==> config.mk <==
export PLATFORM = sky130hd
export DESIGN_NAME = variable_latency_multiplier_flat
export DESIGN_NICKNAME = d
export VERILOG_FILES = /design/src/rtl/multi_vl_pkg.sv /design/src/rtl/multi_vl_if.sv /design/src/rtl/multi_vl_booth_step.sv /design/src/rtl/variable_latency_multiplier.sv /design/src/flat_wrapper.sv
export SDC_FILE = /design/constraint.sdc
export NUM_CORES = 1
export LEC_CHECK = 0
export BUFFER_PORTS_ARGS = -buffer_cell sky130_fd_sc_hd__buf_2
export CAP_MARGIN = 25
export CELL_PAD_IN_SITES_DETAIL_PLACEMENT = 0
export CELL_PAD_IN_SITES_GLOBAL_PLACEMENT = 1
export CORE_MARGIN = 2
export CORE_UTILIZATION = 46
export DETAILED_ROUTE_END_ITERATION = 7
export PLACE_DENSITY = 0.92
export SLEW_MARGIN = 20
export SYNTH_ARGS = -nofsm -noshare
export SYNTH_HDL_FRONTEND = slang
export SYNTH_SLANG_ARGS = --single-unit
export TNS_END_PERCENT = 5
==> constraint.sdc <==
create_clock -name clock -period 6.5 [get_ports clock]
set_input_delay 1.95 -clock clock [delete_from_list [all_inputs] [get_ports clock]]
set_output_delay 1.95 -clock clock [all_outputs]
set_load 0.02 [all_outputs]
==> src/rtl/multi_vl_pkg.sv <==
// Shared types and widths for the sequential Booth multiplier (multi_vl).
package multi_vl_pkg;

    localparam int OP_W     = 32;
    localparam int PROD_W   = 64;
    localparam int MAX_ITER = 32;

    typedef enum logic [1:0] {
        IDLE = 2'd0,
        BUSY = 2'd1,
        DONE = 2'd2
    } state_t;

    // Working set carried from one Booth iteration to the next.
    typedef struct packed {
        logic [PROD_W-1:0] p;
        logic [PROD_W-1:0] a;
        logic [OP_W-1:0]   q;
        logic              qprev;
    } booth_t;

endpackage

==> src/rtl/multi_vl_if.sv <==
// Start/valid handshake and operand/product bus of the multiplier.
interface multi_vl_if;

    logic                             start;
    logic [multi_vl_pkg::OP_W-1:0]    mlier;
    logic [multi_vl_pkg::OP_W-1:0]    mcand;
    logic [multi_vl_pkg::PROD_W-1:0]  prodt;
    logic                             valid;

    modport master (output start, output mlier, output mcand, input prodt, input valid);
    modport slave  (input start, input mlier, input mcand, output prodt, output valid);

endinterface

==> src/rtl/multi_vl_booth_step.sv <==
// One radix-2 Booth iteration; also flags when the remaining multiplier digits are all zero.
module multi_vl_booth_step
    import multi_vl_pkg::*;
(
    input  booth_t cur,
    output booth_t nxt,
    output logic   rest_zero
);

    always_comb begin
        nxt = cur;
        case ({cur.q[0], cur.qprev})
            2'b10:   nxt.p = cur.p - cur.a;
            2'b01:   nxt.p = cur.p + cur.a;
            default: nxt.p = cur.p;
        endcase
        nxt.a     = cur.a << 1;
        nxt.qprev = cur.q[0];
        nxt.q     = {cur.q[OP_W-1], cur.q[OP_W-1:1]};
        // Q equal to pure sign copies of qprev means every remaining digit recodes to 0.
        rest_zero = (nxt.q == {OP_W{nxt.qprev}});
    end

endmodule

==> src/rtl/variable_latency_multiplier.sv <==
// 32x32 signed sequential multiplier with early termination; FSM, working registers and counter.
module variable_latency_multiplier
    import multi_vl_pkg::*;
(
    input logic       clock,
    input logic       reset,
    multi_vl_if.slave bus
);

    state_t            state;
    booth_t            cur;
    booth_t            nxt;
    logic              rest_zero;
    logic [5:0]        k;
    logic [PROD_W-1:0] prodt_q;
    logic              valid_q;
    logic              last;

    multi_vl_booth_step u_step (
        .cur       (cur),
        .nxt       (nxt),
        .rest_zero (rest_zero)
    );

    assign last = rest_zero || (k == 6'(MAX_ITER - 1));

    always_ff @(posedge clock or negedge reset) begin
        if (!reset) begin
            state   <= IDLE;
            cur     <= '0;
            k       <= '0;
            prodt_q <= '0;
            valid_q <= 1'b0;
        end else begin
            case (state)
                IDLE: begin
                    if (bus.start) begin
                        cur.p     <= '0;
                        cur.a     <= {{(PROD_W-OP_W){bus.mcand[OP_W-1]}}, bus.mcand};
                        cur.q     <= bus.mlier;
                        cur.qprev <= 1'b0;
                        k         <= '0;
                        state     <= BUSY;
                    end
                end
                BUSY: begin
                    // Dropping start mid-operation abandons it; prodt keeps the old result.
                    if (!bus.start) begin
                        state <= IDLE;
                    end else begin
                        cur <= nxt;
                        k   <= k + 6'd1;
                        if (last) begin
                            prodt_q <= nxt.p;
                            valid_q <= 1'b1;
                            state   <= DONE;
                        end
                    end
                end
                DONE: begin
                    if (!bus.start) begin
                        valid_q <= 1'b0;
                        state   <= IDLE;
                    end
                end
                default: state <= IDLE;
            endcase
        end
    end

    assign bus.prodt = prodt_q;
    assign bus.valid = valid_q;

endmodule

==> src/flat_wrapper.sv <==
// flat-port wrapper written by rule: the top's interface ports become plain ports
module variable_latency_multiplier_flat import multi_vl_pkg::*;
  (clock, reset, bus_start, bus_mlier, bus_mcand, bus_prodt, bus_valid);
  multi_vl_if bus_i ();
  input logic clock;
  input logic reset;
  input wire logic [$bits(bus_i.start)-1:0] bus_start;
  input wire logic [$bits(bus_i.mlier)-1:0] bus_mlier;
  input wire logic [$bits(bus_i.mcand)-1:0] bus_mcand;
  output wire logic [$bits(bus_i.prodt)-1:0] bus_prodt;
  output wire logic [$bits(bus_i.valid)-1:0] bus_valid;
  assign bus_i.start = bus_start;
  assign bus_i.mlier = bus_mlier;
  assign bus_i.mcand = bus_mcand;
  assign bus_prodt = bus_i.prodt;
  assign bus_valid = bus_i.valid;
  variable_latency_multiplier u_core (.clock(clock), .reset(reset), .bus(bus_i));
endmodule
======== Yosys cells after proc, flatten, opt, wreduce, memory -nomap -nowiden ========
Index checks and enable logic that the tools add are counted.
W data, S select, Z words.
word-level totals
  register bits ........................... 234
  input port bits ......................... 67
  output and inout bits ................... 65
  logic and storage cells ................. 49
operators by class
  add/sub/neg operators ................... 3
  equal/unequal tests ..................... 11
  muxes and demuxes ....................... 16
  bitwise logic cells ..................... 1
  reductions and logical operators ........ 9
operators by type and width
  operator               count
  $mux W161              2
  $pmux W161 S2          1
  $pmux W64 S2           1
  $add A64 B64 Y64       1
  $sub A64 B64 Y64       1
  $eq A32 B32 Y1         1
  $mux W6                2
  $pmux W6 S2            1
  $reduce_and A3 Y1      4
  $mux W2                4
  $add A6 B1 Y6 const B  1
  $eq A6 B5 Y1 const B   1
  $ne A2 B2 Y1 const B   3
  $pmux W2 S3            1
  $eq A2 B1 Y1 const B   2
  $eq A2 B2 Y1 const B   2
  $reduce_and A4 Y1      1
  $reduce_bool A2 Y1     2
  $mux W1                3
  $ne A3 B2 Y1 const B   1
  $logic_not A2 Y1       1
  $ne A2 B1 Y1 const B   1
  $pmux W1 S2            1
  $logic_or A1 B1 Y1     1
  $not A1 Y1             1

======== Longest topological paths before layout ========
  depth after elaboration ................. 5
  depth in mapped cells ................... 24
  gate-level depth less buffers ........... 23

======== Hierarchy ========
A second synthesis with hierarchy kept.
second synthesis, totals
  cell total of the unflattened synthesis .. 1766
  area total of the unflattened synthesis .. 16221.8 µm²
modules (own cells, without submodules)
  module                       instances  cells each  area an instance (µm²)  seq. area each (µm²)
  variable_latency_multiplier  1          749         9537.9                  5855.6
  multi_vl_booth_step          1          1017        6683.9                  0.0

======== Worst setup path before layout ========
No wires, ideal clock.
  path kind ............................... reg2reg
  start ................................... reg u_core.cur[37] (netlist name)
  end ..................................... reg u_core.cur[160] (netlist name)
  library setup time ...................... 0.131 ns
  arrival ................................. 4.951 ns
  required time ........................... 6.369 ns
  setup slack ............................. 1.417 ns
  stages on the path, launching flop included .. 23
  buffers on the path ..................... 1
  clock period less this slack ............ 5.083 ns
  cell sequence ........................... dfrtp_1 > or4_1 > nor4b_2 > nand2_1 > nor4_2 > inv_2 > nor2_2 > nand2_1 > nor2_1 > a21oi_1 > xor2_1 > ha_1 > clkbuf_1 > nand2_1 > nor3_1 > nand3_1 > or3_1 > o32a_1 > o31ai_2 > o211ai_2 > a211oi_2 > mux2i_1 > o21ai_1
between the ends
  word-level cells in the longest chain between the ends .. 4
  elaborated cells between the ends (all ways) .. 5
  classes of those cells .................. add/sub: 2; mux: 3
RTL lines
  element                                                      RTL line                                              RTL
  $add A64 B64 Y64 / $sub A64 B64 Y64 (equally long branches)  multi_vl_booth_step.sv:14, multi_vl_booth_step.sv:13
  $pmux W64 S2 (*)                                             multi_vl_booth_step.sv:12                             case ({cur.q[0], cur.qprev})
  $mux W161 (*)                                                variable_latency_multiplier.sv:48                     if (!bus.start) begin
  $pmux W161 S2 (*)                                            variable_latency_multiplier.sv:35                     case (state)
Mark *: on every way between the ends. The rest lies on a longest branch, timed or not. The select of a mux whose other input is x is not followed.
A chain may end at the register's enable or synchronous reset.

======== Worst setup path after layout ========
  start ................................... reg u_core.cur[37] (netlist name)
  end ..................................... reg u_core.cur[160] (netlist name)
between the ends
  word-level cells in the longest chain between the ends .. 4
  elaborated cells between the ends (all ways) .. 5
  classes of those cells .................. add/sub: 2; mux: 3
RTL lines
  element                                                      RTL line
  $add A64 B64 Y64 / $sub A64 B64 Y64 (equally long branches)  multi_vl_booth_step.sv:14, multi_vl_booth_step.sv:13
  $pmux W64 S2 (*)                                             multi_vl_booth_step.sv:12
  $mux W161 (*)                                                variable_latency_multiplier.sv:48
  $pmux W161 S2 (*)                                            variable_latency_multiplier.sv:35
Marked as above.

==> flow_summary.toml <==
[routing]
ant_nets = 0
drt_iter0_drc = 1137
vias_per_cell = 5.702
drt_first_pass_iters = 5
vias = 13463
drt-wirelength-per-cell_um = 17.58
drc = 0
wl_um = 41510

[worst_setup_path]
critPathKind = "register to register"
arrival_ns = 6.10
end_kind = "register"
cp-start-kind = "register"
path_max_fanout = 9
cp.required_ns = 6.92

[die]
ios = 132
dieArea_mm2 = 0.03474
initial_utilization_pct = 46.90
core-area_mm2 = 0.03262
die_w_um = 186.4
die_h_um = 186.4
row_count = 66

[synthesis]
synth-edff-count = 0
synth_area_leaders = "dfrtp_1 38%, a21oi_1 7.9%, ha_1 6.3%"
synth_compound_area_share_pct = 20.50
synthAdderAreaFrac_pct = 6.428
syn_nets = 1969
yosysTopAreaCellShare_pct = 38.27
synthMuxAreaShare_pct = 6.452
syn_avg_cell_area_um2 = 8.388
synth-simple-area-share_pct = 17.93
synth_top_family_by_area = "compound AO/OA/AOI/OAI gates"
syn-cell-area_mm2 = 0.01530
ys.flop_type = "dfrtp_1"
ys_seq_elements = 234
seq_area_frac_synth_pct = 38.27
netlist_instances = 1824
synth_cell_types = 64
synth_xor_area_share_pct = 7.041
yosysWarningCount = 0
yosysTopAreaCell = "dfrtp_1"
ys_async_sr_fraction_pct = 100.0

[placement]
io_buffer_count = 131
place.gp.congestion = 0.9256
placed_area_mm2 = 0.01632
post-dp-hpwl_um = 29870

[timing]
setup-tns-final_ns = 0
hold_violations = 0
skew_ns = 0.01722
post-route-period-util_pct = 87.46
maxSlewHeadroom_pct = 31.27
tightestPinTransition_ns = 1.031
fmax_mhz = 175.9
fin_crit_ns = 5.685
drv_slew = 0
rsz0062_at_grt = "false"
finalSetupViolCount = 0

[status]
status = "completed"

[global_routing]
grt_pass1_wl_um = 67670
antenna_found_initial = 4
grt_pass1_vias = 12716
overflow = 0
grt_max_degree = 137
grt_use_total_pct = 23.63

[clocking]
clk-insertion-delay-late_ns = 0.55
ctsHoldBuffers = 0
cts-resized-gates = 0
root_buffer = "clkbuf_16"
cts_buffer_depth = 3
numCtsBuffers = 26
cts_tree = "built"
clk_pin_slew_worst_paths_ns = 0.06
htreeDepth = 1
cts_setup_buffers = 0
cts_num_sinks = 234

[pwr]
irDropWorstVdd_uv = 188.4
power.density_mw_per_mm2 = 376.2
leakage_uw = 0.007891

[cells_and_area]
syn2layout_area_growth_pct = 12.69
num-nets-final = 2044
fill_cells = 3052
drive_gt1_share_pct = 12.30
design_area_mm2 = 0.01724

[hold_path]
min-delay-path-class = "register to register"

[run]
cap_violations = 0
registers in the layout, indices dropped and copies added (netlist names):
register and flops:
u_core.cur 161, u_core.bus.prodt 64, u_core.k 6, u_core.state 2, u_core.bus.valid 1
cells by family (layout without fill, tap and decap cells):
group / count (synthesis) / count (layout)
flip-flops: 234 / 234
AO/OA/AOI/OAI: 543 / 543
multiplexers: 96 / 96
AND/OR/NAND/NOR: 613 / 613
other: 0 / 1
XOR/XNOR: 123 / 123
buffers and inverters: 137 / 231
adder cells (fa/ha/maj): 78 / 78
power breakdown:
part           leakage [uW]  internal [uW]  switching (uW)
logic               0.00450           1090            1790
clock network      0.000456            952             631
registers           0.00293           1710             318
total               0.00789           3750            2740
cell usage after synthesis (3+ instances only):
| library cell | number |
|---|---|
| nand4_1 | 30 |
| a211oi_1 | 4 |
| o211ai_1 | 5 |
| a41oi_1 | 3 |
| a21o_1 | 30 |
| a221oi_1 | 4 |
| mux2i_1 | 75 |
| o21ai_1 | 7 |
| o221ai_1 | 8 |
| nor4_1 | 14 |
| o21a_1 | 12 |
| o21ai_0 | 145 |
| and2_1 | 3 |
| dfrtp_1 | 234 |
| a31oi_1 | 15 |
| nor3b_1 | 7 |
| a22o_1 | 15 |
| xnor2_1 | 44 |
| or3_1 | 7 |
| or4_1 | 8 |
| nor3_1 | 39 |
| nand2b_1 | 14 |
| nand2_1 | 230 |
| a21boi_0 | 5 |
| a22oi_1 | 14 |
| nor2b_1 | 10 |
| nor2_1 | 210 |
| xor2_1 | 79 |
| buf_1 | 9 |
| a21oi_1 | 242 |
| nand3_1 | 21 |
| and3_1 | 6 |
| o31ai_1 | 4 |
| inv_1 | 34 |
| clkbuf_1 | 91 |
| mux2_2 | 21 |
| ha_1 | 77 |
| o21bai_1 | 17 |
through the flow:
step	cells	util [%]	setup WS (ns)	hold WS, ns	power [uW]
global placement	2313	50.03	0.9509	0.4558	4797
floorplan	1824	-	1.417	0.4551	4088
global route	2361	52.86	0.3122	0.5051	6948
detailed placement	2313	50.04	0.9180	0.4647	4854
finish	2361	52.86	0.8150	0.4675	6487
CTS	2360	52.85	0.8560	0.4784	6464
cells in the final DEF, fill, tap and decap left out, types with 8 or more instances in the layout:
cell type,Yosys,final
buf_2,0,130
mux2i_1,75,75
a22oi_1,14,14
a21o_1,30,30
nand2_1,230,228
buf_4,0,15
nor4_1,14,14
o21a_1,12,12
mux2_2,21,21
o221ai_1,8,8
ha_1,77,76
nor2_1,210,209
o21bai_1,17,17
xnor2_1,44,44
a31oi_1,15,15
xor2_1,79,79
or4_1,8,8
nor3_1,39,39
clkbuf_16,0,26
a21oi_1,242,241
inv_1,34,34
a22o_1,15,15
dfrtp_1,234,233
nand2b_1,14,14
nor2b_1,10,9
nand3_1,21,21
o21ai_0,145,145
nand4_1,30,30
final cells by class:
cell class / instances / area (um2) / area share [%]
repair buffers: 148 / 809.5 / 4.695
clock inverters: 14 / 190.2 / 1.103
flip-flops and latches: 234 / 5859 / 33.98
well taps: 442 / 553.0 / 3.208
multi-input cells: 1453 / 8965 / 52.00
diodes: 1 / 2.502 / 0.01451
inverters: 36 / 135.1 / 0.7837
clock buffers: 33 / 726.9 / 4.216
path summary, 6_finish.rpt:
kind / from / endpoint / slack, ns / cells past startpoint
max: u_core.cur[37]$_DFFE_PN0P_ / u_core.cur[160]$_DFFE_PN0P_ / 0.81 / 21
max in group asynchronous: reset / u_core.bus.prodt[49]$_DFFE_PN0P_ / 3.87 / 2
max reg2reg: u_core.cur[37]$_DFFE_PN0P_ / u_core.cur[160]$_DFFE_PN0P_ / 0.81 / 21
min reg2reg: u_core.bus.prodt[25]$_DFFE_PN0P_ / u_core.bus.prodt[25]$_DFFE_PN0P_ / 0.47 / 2
min: u_core.bus.prodt[25]$_DFFE_PN0P_ / u_core.bus.prodt[25]$_DFFE_PN0P_ / 0.47 / 2
min in group asynchronous: reset / u_core.cur[45]$_DFFE_PN0P_ / 1.42 / 1
layer usage:
layer / part of all wire (%) / vias to the layer above / global-route usage, %
li1: - / 6613 / -
met1: 49 / 6392 / 35.98
met2: 42 / 391 / 35.48
met3: 7.2 / 61 / 3.667
met4: 1.9 / 6 / 4.769
met5: 0.099 / - / 0
worst max-delay path, cell delays in order, from the launching register on:
cell and delay (ns):
dfrtp_1 0.43, or4_1 0.60, nor4b_2 0.49, nand2_1 0.23
nor4_2 0.28, buf_4 0.18, inv_2 0.04, nor2_2 0.23
nand2_1 0.15, nor2_1 0.21, a21oi_1 0.11, xor2_1 0.16
ha_1 0.47, nand2_1 0.17, nor3_1 0.32, nand3_1 0.16
or3_1 0.36, o31ai_2 0.29, o211ai_2 0.14, a211oi_2 0.25
mux2i_1 0.22, o21ai_1 0.07
No activity file was read; power rests on OpenSTA's default activity.
